<file path="config.mk">
export PLATFORM = sky130hd
export DESIGN_NAME = full_adder_core
export DESIGN_NICKNAME = d
export VERILOG_FILES = /design/src/rtl/full_adder_core.sv
export SDC_FILE = /design/constraint.sdc
export NUM_CORES = 1
export LEC_CHECK = 0
export CAP_MARGIN = 20
export CORE_AREA = 2 2 39 41
export DETAILED_ROUTE_END_ITERATION = 7
export DIE_AREA = 0 0 41 43
export PLACE_DENSITY = 0.32
export REMOVE_ABC_BUFFERS = 1
export SETUP_SLACK_MARGIN = 0.4
export SLEW_MARGIN = 25
export SYNTH_ARGS = -nofsm -noshare
export SYNTH_HDL_FRONTEND = slang
export SYNTH_HIERARCHICAL = 1
export SYNTH_SLANG_ARGS = --single-unit
</file>
<file path="constraint.sdc">
create_clock -name clk -period 1.7 [get_ports clk]
set_input_delay 0.255 -clock clk [delete_from_list [all_inputs] [get_ports clk]]
set_output_delay 0.255 -clock clk [all_outputs]
set_load 0.05 [all_outputs]
</file>
<file path="src/rtl/full_adder_core.sv">
// Ripple-carry adder from explicit 1-bit full-adder cells: combinational sum plus registered sum/cout/ovf.
// Latency: 0 cycles on sum_comb/cout_comb, 1 cycle on sum/cout/ovf/out_valid.
// Backpressure: none; in_valid qualifies capture and out_valid follows it one cycle later.

module full_adder_cell (
    input  logic a,
    input  logic b,
    input  logic cin,
    output logic s,
    output logic cout
);

    assign s    = a ^ b ^ cin;
    assign cout = (a & b) | (a & cin) | (b & cin);

endmodule

module full_adder_core #(
    parameter int WIDTH = 1
) (
    input  logic             clk,
    input  logic             rst_n,
    input  logic [WIDTH-1:0] a,
    input  logic [WIDTH-1:0] b,
    input  logic             cin,
    input  logic             in_valid,
    output logic [WIDTH-1:0] sum_comb,
    output logic             cout_comb,
    output logic [WIDTH-1:0] sum,
    output logic             cout,
    output logic             ovf,
    output logic             out_valid
);

    // carry[i] is the carry into bit i; carry[WIDTH] leaves the MSB
    logic [WIDTH:0]   carry;
    logic [WIDTH-1:0] sum_bits;
    logic             ovf_next;

    assign carry[0] = cin;

    for (genvar i = 0; i < WIDTH; i++) begin : g_cell
        full_adder_cell u_cell (
            .a    (a[i]),
            .b    (b[i]),
            .cin  (carry[i]),
            .s    (sum_bits[i]),
            .cout (carry[i+1])
        );
    end

    assign sum_comb  = sum_bits;
    assign cout_comb = carry[WIDTH];

    // Two's-complement overflow: carry into and out of the sign bit disagree
    assign ovf_next  = carry[WIDTH] ^ carry[WIDTH-1];

    always_ff @(posedge clk or negedge rst_n) begin
        if (!rst_n) begin
            sum       <= '0;
            cout      <= 1'b0;
            ovf       <= 1'b0;
            out_valid <= 1'b0;
        end else begin
            out_valid <= in_valid;
            if (in_valid) begin
                sum  <= sum_bits;
                cout <= carry[WIDTH];
                ovf  <= ovf_next;
            end
        end
    end

endmodule

</file>
==> reports/qor.yml, run 1 <==
status: "finished clean"
clockPowerShare_pct: 31.1
hold_violations: 0
power_per_cell_area_mw_per_mm2: 1190
cp.required_ns: 1.44
insertedDiodeCount: 0
numCtsBuffers: 3
rsz0062_at_grt: "yes"
num_rows: 14
clock-sinks: 4
multi_input_area_sq_um: 62.6
use_met3_pct: 7.85
io_buffers: 11
pre_cts_slack_ns: -0.0133
cts_hold_buffers: 0
h-tree-depth: 1
synthCells: 10
drv_slew: 0
busiest_layer: "met3"
post_cts_buffers: 0
crit_type: "in2out"
gr-usage-met2_pct: 6.88
drt-pass1-iter-count: 2
dpl_cell_area_sq_um: 295
switching_share_pct: 34.7
vias: 137
drc: 0
fin_area_sq_um: 312
io_pins: 12
avgSynthCellArea_sq_um: 16.0
cellLeakagePower_nw: 0.140
critPathBufInv: 2
cp.arrival_ns: 1.08
r2r_end: "cout"
clock_latency_ns: 0.23
grt_use_met1_pct: 5.18
crit_path_start_kind: "primary input"
critPathMaxStageDelay_ns: 0.59
critPathTopFamily: "adder cells"
ff_latch_area_sq_um: 100
fin_worst_skew_ns: 0
cts_tree: "done"
fp.dieH_um: 43
final_cells: 41
cts_root_buf: "clkbuf_4"
syn_to_final_growth_pct: 94.5
critical_path.max_fanout: 2
ys_types: 6
grt_max_degree: 6
layout.cells.most_common: "buf_4"
avgRoutedWirePerCell_um: 9.02
yosysTopAreaCell: "dfrtp_1"
start_util_pct: 11.6
p_sw_uw: 129
worst_pin_slew_ns: 0.204
placed_cells: 38
drive_gt1_share_pct: 64.0
cp-end-kind: "output port"
final_core_util_pct: 22.5
min_period_over_period_pct: 78.5
slowest_stage: "fa_2"
pwr-share-comb_pct: 38.3
fmax_mhz: 749
antenna_found_initial: 0
rr_startpoint: "cout"
grt_overflow_total: 0
power.internal_uw: 242
clk_pin_slew_worst_paths_ns: 0.04
slew_headroom_pct: 86.4
setup_violations: 0
r2r_cells: 1
crit_chain: "buf_6, fa_2, buf_12"
die-width_um: 41
final_cell_mix: "buf_4, dfrtp_1, clkbuf_4"
fin_crit_ns: 1.33
r2r_setup_slack_ns: 0.96
gp_congestion: 0.607
pwr-share-seq_pct: 30.6
grt_usage_pct: 5.94
hold_path_class: "in2async"
grt_first_pass_wirelength_um: 600
ys_ff_latch: 4
grt_pass1_vias: 158
netlist_area_sq_um: 160
vias_per_cell: 3.34
ant_nets: 0
clockBufferDepth: 2
initialDrtViolationCount: 2
core_region_area_sq_mm: 0.00138
worst_ir_drop_vdd_mv: 0.356
ys_top_cells_by_area: "dfrtp_1, mux2_2, fa_1, xnor2_1, a21oi_1"
nFillCells: 157
routed_wirelength_um: 370
synth_top_area_share_pct: 62.5
cap_violations: 0
fin_ws_ns: 0.366
die-area_sq_mm: 0.00176
synth-seq-area-share_pct: 62.5
yosys_warnings: 6
finalNetCount: 34
## cell usage after synthesis
| cell type | instances |
|---|---|
| mux2_2 | 2 |
| fa_1 | 1 |
| dfrtp_1 | 4 |
| a21oi_1 | 1 |
| nor2_1 | 1 |
| xnor2_1 | 1 |
## state kept, by name, indices dropped and copies added (netlist names)
register,count
out_valid,1
ovf,1
sum,1
cout,1
## worst max-delay path by stage
stage | from | end | slack [ns] | depth (start not counted)
after floorplan | a | sum | 0.27 | 2
after global routing | b | sum_comb | 0.34 | 3
after global placement | a | sum_comb | 0.0009 | 3
after detailed placement | a | sum_comb | -0.01 | 3
after CTS | b | sum_comb | 0.35 | 3
final | b | sum_comb | 0.37 | 3
## final cells by class
class	count	share of cell area, %
clock buffer	3	7.23
multi-input combinational	6	20.1
sequential	4	32.1
timing repair buffer	12	34.1
tap	16	6.43
## cell families after synthesis
kind of cell               Yosys count  share of synthesized area, %
xor gates and xnor gates             1                          5.47
and+or+nand+nor                      1                          2.34
AOI/OAI and AO/OA                    1                          3.12
adders and majority gates            1                          12.5
DFF                                  4                          62.5
muxes                                2                          14.1
## power groups by stage
stage | Clock [mW] | Combinational, mW | Sequential, mW
CTS | 0.123 | 0.143 | 0.114
detailed placement | 0 | 0.145 | 0.115
floorplan | 0 | 0.0411 | 0.159
global placement | 0 | 0.144 | 0.115
finish | 0.115 | 0.142 | 0.114
global route | 0.131 | 0.150 | 0.115
## per-layer routing
layer | vias to the layer above | wire length (um)
li1 | 63 | -
met5 | - | 0
met3 | 0 | 57
met2 | 9 | 175
met1 | 65 | 137
met4 | 0 | 0
## timing repair
item / in CTS / in global routing
pin swaps: 1 / 0
setup endpoints to repair: 5 / 2
gates resized for setup: 13 / 1
endpoints found under the hold margin: 0 / 0
## through the flow
step	hold WS, ns	setup TNS, ns	power, mW
floorplan	-0.0406	0	0.200
global placement	0.475	0	0.259
detailed placement	0.492	-0.0133	0.260
CTS	0.240	0	0.379
global route	0.240	0	0.396
finish	0.234	0	0.371
Note: power is estimated with default switching activity, not from simulation.
==> run 2, diff against run 1 <==
==> constraint.sdc (replaced) <==
create_clock -name clk -period 1.3 [get_ports clk]
set_input_delay 0.195 -clock clk [delete_from_list [all_inputs] [get_ports clk]]
set_output_delay 0.195 -clock clk [all_outputs]
set_load 0.05 [all_outputs]
==> run 2 against run 1 <==
- register-to-register slack worse by 0.45 ns
- utilization grew 6.5 points
- critical path depth is the same
- via count grew 8.0%
- global-route usage up 0.41 points
- sequential power grew 39%
- critical endpoint unchanged
- largest power group unchanged
==> reports/qor.yml, run 2 (synthesized netlist as in run 1, its figures left out) <==
start_util_pct: 11.6
fin_total_pwr_uw: 557
drive_gt1_share_pct: 74.1
core_region_area_sq_mm: 0.00138
slew_headroom_pct: 86.6
vias_per_cell: 3.44
power.internal_uw: 371
die-width_um: 41
clock-sinks: 4
grt_first_pass_wirelength_um: 655
switching_share_pct: 33.3
worst_ir_drop_vdd_mv: 0.688
cts_tree: "done"
grt_overflow_total: 0
avgRoutedWirePerCell_um: 9.12
io_pins: 12
insertedDiodeCount: 0
h-tree-depth: 1
clockBufferDepth: 2
fin_worst_skew_ns: 0
clk_pin_slew_worst_paths_ns: 0.04
syn_to_final_growth_pct: 151
worst_pin_slew_ns: 0.200
pwr-share-comb_pct: 44.2
hold_path_class: "in2async"
dpl_cell_area_sq_um: 353
crit_path_start_kind: "primary input"
drt-pass1-iter-count: 2
cp-end-kind: "output port"
grt_pass1_vias: 165
cts_hold_buffers: 0
io_buffers: 11
numCtsBuffers: 3
antenna_found_initial: 0
p_sw_uw: 185
initialDrtViolationCount: 2
final_cell_mix: "buf_12, dfrtp_1, clkbuf_4"
finalNetCount: 36
final_core_util_pct: 29.0
pwr-share-seq_pct: 28.4
cp.required_ns: 1.11
ant_nets: 0
routed_wirelength_um: 392
fin_crit_ns: 1.22
critical_path.max_fanout: 2
grt_usage_pct: 6.34
drv_slew: 0
drc: 0
hold_violations: 0
min_period_over_period_pct: 93.5
cp.arrival_ns: 1.02
place_hpwl_um: 305
rsz0062_at_grt: "yes"
vias: 148
cellLeakagePower_nw: 0.183
gp_congestion: 0.621
cts_root_buf: "clkbuf_4"
status: "finished clean"
crit_type: "in2out"
num_rows: 14
setup_violations: 0
fp.dieH_um: 43
cap_violations: 0
clock_latency_ns: 0.23
fmax_mhz: 823
grt_max_degree: 5
setup_tns_ns: 0
power_per_cell_area_mw_per_mm2: 1390
clockPowerShare_pct: 27.4
die-area_sq_mm: 0.00176
hold_slack_ns: 0.170
fin_area_sq_um: 402
layout.cells.most_common: "buf_12"
## run 2: cell types whose count changed in the layout (fill, tap and decap cells not counted)
cell,previous run,this run
a21oi_1,1,0
buf_8,0,1
buf_6,1,2
dlygate4sd2_1,0,1
a21oi_2,0,1
mux2_4,0,1
buf_12,1,5
clkdlybuf4s50_1,2,1
xnor2_1,1,0
mux2_2,2,1
buf_4,6,2
xnor2_2,0,1
## run 2: path summary, 6_finish.rpt
check / from / endpoint / slack, ns / cells after the start
worst max-delay path: b / sum_comb / 0.08 / 3
worst min-delay path: rst_n / sum / 0.17 / 1
worst max register to register: cout / cout / 0.51 / 1
worst min register to register: cout / cout / 0.57 / 1
max in group asynchronous: rst_n / cout / 0.95 / 1
min in group clk: cin / ovf / 0.38 / 4
## run 2: per-layer routing
metal  vias up  part of all wire, %  GRT usage (%)
met3         0                   10           9.42
met4         0                    0              0
met1        70                   42           5.52
met5         -                    0              0
li1         69                    -              -
met2         9                   47           8.75
## run 2: layout make-up
class	instances	area, sq um
well taps	16	20.0
flip-flops and latches	4	100
fillers	141	982
repair buffers	14	181
clock buffers	3	22.5
multi-input cells	6	77.6
## run 2: per-stage QoR
step / setup slack, ns / instances
finish: 0.0849 / 43
floorplan: -0.0728 / 10
global placement: -0.277 / 39
CTS: 0.0807 / 43
detailed placement: -0.296 / 39
global route: 0.0666 / 43
## run 2: what timing repair did
action | in CTS | in global routing
gates resized for setup | 20 | 1
pin swaps | 2 | 0
hold endpoints to repair | 0 | 0
buffers inserted | 1 | 0
endpoints found under the setup margin | 9 | 9
## run 2: power by group through the flow
stage               Combinational [mW]  Sequential (mW)  Clock, mW
floorplan                       0.0538            0.207          0
global route                     0.257            0.160      0.182
finish                           0.246            0.158      0.153
CTS                              0.246            0.159      0.161
global placement                 0.231            0.160          0
detailed placement               0.231            0.160          0
## run 2: critical path, cell delays in order
cell,delay [ns]
buf_6,0.09
fa_2,0.59
buf_12,0.14
